===== src/rtl/panel_input.sv =====
// Washer front panel: synchronise and debounce four keys, then drive the OFF/SET/RUN/PAUSE panel FSM.
// Build with AUTO_OFF_EN defined to add an idle timer that powers the panel off from SET.

module panel_input #(
    parameter int unsigned DEB_CYC  = 20000,
    parameter int unsigned IDLE_CYC = 30000000
) (
    input  logic       clk,
    input  logic       uRST_,
    input  logic [3:0] uKey,
    input  logic       uDone,
    output logic [1:0] yState,
    output logic [5:0] yTot,
    output logic [5:0] yWat,
    output logic       yStart,
    output logic       yRun
);

    typedef enum logic [1:0] {
        ST_OFF   = 2'd0,
        ST_SET   = 2'd1,
        ST_RUN   = 2'd2,
        ST_PAUSE = 2'd3
    } state_t;

    localparam logic [15:0] DEB_LAST = 16'(DEB_CYC - 1);

    logic [3:0]  sync1_q, sync2_q, deb_q, debPrev_q, press_q;
    logic [15:0] cnt_q [4];

    state_t      state_q, state_d;
    logic [1:0]  prog_q, prog_d;
    logic [2:0]  wat_q, wat_d;
    logic        start_q, start_d;
    logic        run_q;

    // A key's debounced level flips only after DEB_CYC consecutive disagreeing cycles.
    always_ff @(posedge clk or negedge uRST_) begin
        if (!uRST_) begin
            sync1_q   <= '0;
            sync2_q   <= '0;
            deb_q     <= '0;
            debPrev_q <= '0;
            press_q   <= '0;
            for (int k = 0; k < 4; k++) cnt_q[k] <= '0;
        end else begin
            sync1_q   <= uKey;
            sync2_q   <= sync1_q;
            debPrev_q <= deb_q;
            press_q   <= deb_q & ~debPrev_q;
            for (int k = 0; k < 4; k++) begin
                if (sync2_q[k] == deb_q[k]) begin
                    cnt_q[k] <= '0;
                end else if (cnt_q[k] == DEB_LAST) begin
                    cnt_q[k] <= '0;
                    deb_q[k] <= sync2_q[k];
                end else begin
                    cnt_q[k] <= cnt_q[k] + 16'd1;
                end
            end
        end
    end

`ifdef AUTO_OFF_EN
    localparam int unsigned IDLE_W = (IDLE_CYC > 2) ? $clog2(IDLE_CYC) : 1;
    localparam logic [IDLE_W-1:0] IDLE_LAST = IDLE_W'(IDLE_CYC - 1);

    logic [IDLE_W-1:0] idle_q, idle_d;

    always_ff @(posedge clk or negedge uRST_) begin
        if (!uRST_) idle_q <= '0;
        else        idle_q <= idle_d;
    end
`endif

    // Strict priority: the highest pending event wins, everything below it is dropped.
    always_comb begin
        state_d = state_q;
        prog_d  = prog_q;
        wat_d   = wat_q;
        start_d = 1'b0;
        if (press_q[0]) begin
            if (state_q == ST_OFF) begin
                state_d = ST_SET;
                prog_d  = 2'd0;
                wat_d   = 3'd3;
            end else begin
                state_d = ST_OFF;
            end
        end else if (uDone) begin
            if (state_q == ST_RUN) state_d = ST_SET;
        end else if (press_q[1]) begin
            case (state_q)
                ST_SET: begin
                    state_d = ST_RUN;
                    start_d = 1'b1;
                end
                ST_RUN:   state_d = ST_PAUSE;
                ST_PAUSE: state_d = ST_RUN;
                default:  state_d = state_q;
            endcase
        end else if (press_q[2]) begin
            if (state_q == ST_SET) prog_d = prog_q + 2'd1;
        end else if (press_q[3]) begin
            if (state_q == ST_SET) wat_d = (wat_q == 3'd5) ? 3'd1 : wat_q + 3'd1;
        end
`ifdef AUTO_OFF_EN
        idle_d = '0;
        if (state_q == ST_SET && state_d == ST_SET && prog_d == prog_q && wat_d == wat_q) begin
            if (idle_q == IDLE_LAST) state_d = ST_OFF;
            else                     idle_d  = idle_q + 1'b1;
        end
`endif
    end

    always_ff @(posedge clk or negedge uRST_) begin
        if (!uRST_) begin
            state_q <= ST_OFF;
            prog_q  <= 2'd0;
            wat_q   <= 3'd3;
            start_q <= 1'b0;
            run_q   <= 1'b0;
        end else begin
            state_q <= state_d;
            prog_q  <= prog_d;
            wat_q   <= wat_d;
            start_q <= start_d;
            run_q   <= (state_d == ST_RUN);
        end
    end

    // 55 is the blank display code shown while the panel is off.
    always_comb begin
        yTot = 6'd55;
        yWat = 6'd55;
        if (state_q != ST_OFF) begin
            case (prog_q)
                2'd0:    yTot = 6'd35;
                2'd1:    yTot = 6'd22;
                2'd2:    yTot = 6'd15;
                default: yTot = 6'd9;
            endcase
            case (wat_q)
                3'd1:    yWat = 6'd10;
                3'd2:    yWat = 6'd20;
                3'd3:    yWat = 6'd30;
                3'd4:    yWat = 6'd40;
                3'd5:    yWat = 6'd50;
                default: yWat = 6'd55;
            endcase
        end
    end

    assign yState = state_q;
    assign yStart = start_q;
    assign yRun   = run_q;

endmodule


===== config.mk =====
export PLATFORM = sky130hd
export DESIGN_NAME = panel_input
export DESIGN_NICKNAME = d
export VERILOG_FILES = /design/src/rtl/panel_input.sv
export SDC_FILE = /design/constraint.sdc
export NUM_CORES = 1
export LEC_CHECK = 0
export ABC_CLOCK_PERIOD_IN_PS = 2800
export BUFFER_PORTS_ARGS = -buffer_cell sky130_fd_sc_hd__buf_4
export CORE_MARGIN = 2
export CORE_UTILIZATION = 35
export CTS_CLUSTER_DIAMETER = 30
export DETAILED_ROUTE_END_ITERATION = 8
export SETUP_SLACK_MARGIN = 0.15
export SYNTH_ARGS = -nofsm -noshare
export SYNTH_HDL_FRONTEND = slang
export SYNTH_SLANG_ARGS = --single-unit

===== constraint.sdc =====
create_clock -name clk -period 2.8 [get_ports clk]
set_input_delay 0.7 -clock clk [delete_from_list [all_inputs] [get_ports clk]]
set_output_delay 0.7 -clock clk [all_outputs]
set_load 0.02 [all_outputs]

==> flow_summary.json <==
{
  "status": "complete, no violations",
  "cts_tree": "yes",
  "finalSetupViolations": 0,
  "die_area_mm2": 0.0135,
  "syn_avg_cell_area_um2": 10.2,
  "synth_edf_count": 0,
  "gp_congestion": 0.796,
  "die_height_um": 116,
  "initial_core_util_pct": 36.2,
  "rsz0062_at_grt": "yes",
  "num_vias": 2998,
  "final_common_cell": "dfrtp_1",
  "async_flop_share_pct": 100,
  "leakagePower_nw": 2.16,
  "synthFlopType": "dfrtp_1",
  "slew_viol_final": 0,
  "n_fill_cell": 1184,
  "period_share_pct": 92.7,
  "p_per_area_mw_per_mm2": 549,
  "fin_crit_ns": 2.60,
  "multiInputGateArea_mm2": 0.00194,
  "antennaDiodeCount": 0,
  "final-hold-violation-count": 0,
  "post_cts_resized": 0,
  "synth_cell_types": 42,
  "netlist_instances": 430,
  "setup.worst_path.end_class": "output port",
  "port_buffers": 22,
  "cts_buffer_depth": 2,
  "clk_pin_slew_ns": 0.07,
  "hold_buffers": 0,
  "nets": 473,
  "seqCellArea_mm2": 0.00233,
  "clock_sink_count": 93,
  "route.detailed.drc": 0,
  "vias_per_cell": 4.77,
  "setup_tns_ns": 0,
  "grt_pass1_vias": 3001,
  "firstDrtPassIters": 4,
  "rows": 40,
  "clock_latency_ns": 0.33,
  "worstMarginPinSlew_ns": 0.547,
  "fin_area_mm2": 0.00509,
  "area_growth_pct": 15.5,
  "core-area_mm2": 0.0122,
  "critPathLaunchType": "flip-flop",
  "hold_class": "in -> async",
  "cp.required_ns": 2.10,
  "yosysSeqAreaShare_pct": 52.9,
  "relSlewSlack_pct": 63.6,
  "first_iter_violations": 101,
  "postPlaceCellArea_mm2": 0.00474,
  "p_sw_share_pct": 20.4,
  "wirelength_mm": 7.49,
  "die_w_um": 116,
  "place_inst": 611,
  "cts_made_buffers": 9,
  "syn-num-nets": 447,
  "ctsHtreeMaxLevel": 3,
  "grt_antenna_before_repair": 0,
  "synth-seq-cells": 93,
  "stdcell_count": 629,
  "wire_per_inst_um": 11.9,
  "ant_nets": 0,
  "critPathArrivalTime_ns": 1.90,
  "final_cell_mix": "dfrtp_1 (91), nor2_1 (80), xnor2_1 (46), buf_4 (24), nand2_1 (23)",
  "overflow": 0,
  "p_clk_share_pct": 47.4,
  "max-cap-violations": 0,
  "grt_pass1_wl_mm": 13.3,
  "pwr-share-comb_pct": 3.0,
  "ios": 23,
  "dp_hpwl_mm": 5.10,
  "cts_root_buffer": "clkbuf_16",
  "grt_max_degree": 51,
  "seqPwrFrac_pct": 49.5,
  "ir_drop_uv": 283,
  "switching_power_w": 0.000570,
  "critPathMaxFanout": 3,
  "fmax_ghz": 0.385,
  "layout-drive-gt1-share_pct": 12.4,
  "path_class": "reg -> out",
  "synth_warnings": 0,
  "gr-usage-all-layers_pct": 12.1,
  "synthesis.area_mm2": 0.00441,
  "intPower_w": 0.00222,
  "fin_skew_ns": 0.00978
}
[flip-flops by register name, indices dropped and copies added, names as in the netlist, 2 cells and up]
signal,count
cnt_q,64
debPrev_q,4
deb_q,4
press_q,4
prog_q,2
sync1_q,4
sync2_q,4
wat_q,3
yState,2
[critical path, cell delays in order, from the launching register on]
cell	delay, ns
dfstp_2	0.38
and2_1	0.15
ha_1	0.19
or4_1	0.52
a21o_1	0.17
buf_4	0.15
[power by group through the flow]
stage	Clock, W	Sequential [W]	Combinational, W
final	0.00132	0.00138	0.0000844
after global routing	0.00141	0.00139	0.0000985
after CTS	0.00136	0.00138	0.0000880
after detailed placement	0	0.00141	0.0000876
after global placement	0	0.00141	0.0000869
after floorplan	0	0.00140	0.0000471
[through the flow]
step                power, W  util, %  hold slack, ns  setup slack (ns)
floorplan            0.00145        -           0.331             0.195
global placement     0.00149     39.0           0.336             0.532
detailed placement   0.00150     39.0           0.337             0.510
CTS                  0.00283     41.8           0.352             0.189
global route         0.00289     41.8           0.358             0.139
finish               0.00279     41.8           0.348             0.205
[cell families (layout without fill, tap and decap cells)]
kind of cell	count (synthesis)	count (layout)	share of synthesized area, %
xor gates and xnor gates	60	60	11.9
adders and majority gates	10	10	2.84
AOI/OAI and AO/OA	19	19	2.98
DFF	93	93	52.9
muxes	6	6	1.56
buffers and inverters	29	60	3.01
and+or+nand+nor	213	213	24.8
[final timing paths]
check	from	to	slack, ns	cells past startpoint
worst max-delay path	wat_q[0]	yWat[4]	0.20	5
worst min-delay path	uRST_	cnt_q[59]	0.35	1
worst max register to register	cnt_q[48]	cnt_q[50]	0.74	5
worst min register to register	sync1_q[0]	sync2_q[0]	0.35	0
max in group asynchronous	uRST_	wat_q[1]	1.74	2
min in group clk	sync1_q[0]	sync2_q[0]	0.35	0
[cells in the mapped netlist, types with 8 or more instances]
cell type | n | area share [%]
dfrtp_1 | 91 | 52
nor2_1 | 80 | 6.8
xnor2_1 | 46 | 9.1
nand2_1 | 23 | 2.0
nand3_1 | 20 | 2.3
nand4_1 | 20 | 2.8
inv_1 | 19 | 1.6
nor4_1 | 18 | 2.6
nor3_1 | 15 | 1.7
xor2_1 | 14 | 2.8
ha_1 | 10 | 2.8
nor2b_1 | 8 | 1.1
[area by class of cell]
class	count	area share (%)
inverters	19	1.40
multi-input cells	308	38.2
repair buffers	25	3.93
clock inverters	5	1.60
clock buffers	11	4.97
well taps	168	4.13
flip-flops and latches	93	45.8
[repair_timing]
item                                    in CTS  in global routing
pin swaps                                    0                  0
endpoints found under the setup margin       1                  2
buffers inserted                             2                  0
[layer usage]
metal  up-vias  global-route usage [%]  share of wire (%)
met1      1424                    16.5                 51
met5         -                       0                  0
met4         0                    5.08                1.2
met3         9                    1.76                2.8
li1       1522                       -                  -
met2        43                    19.5                 45
(Power assumes the default switching activity.)
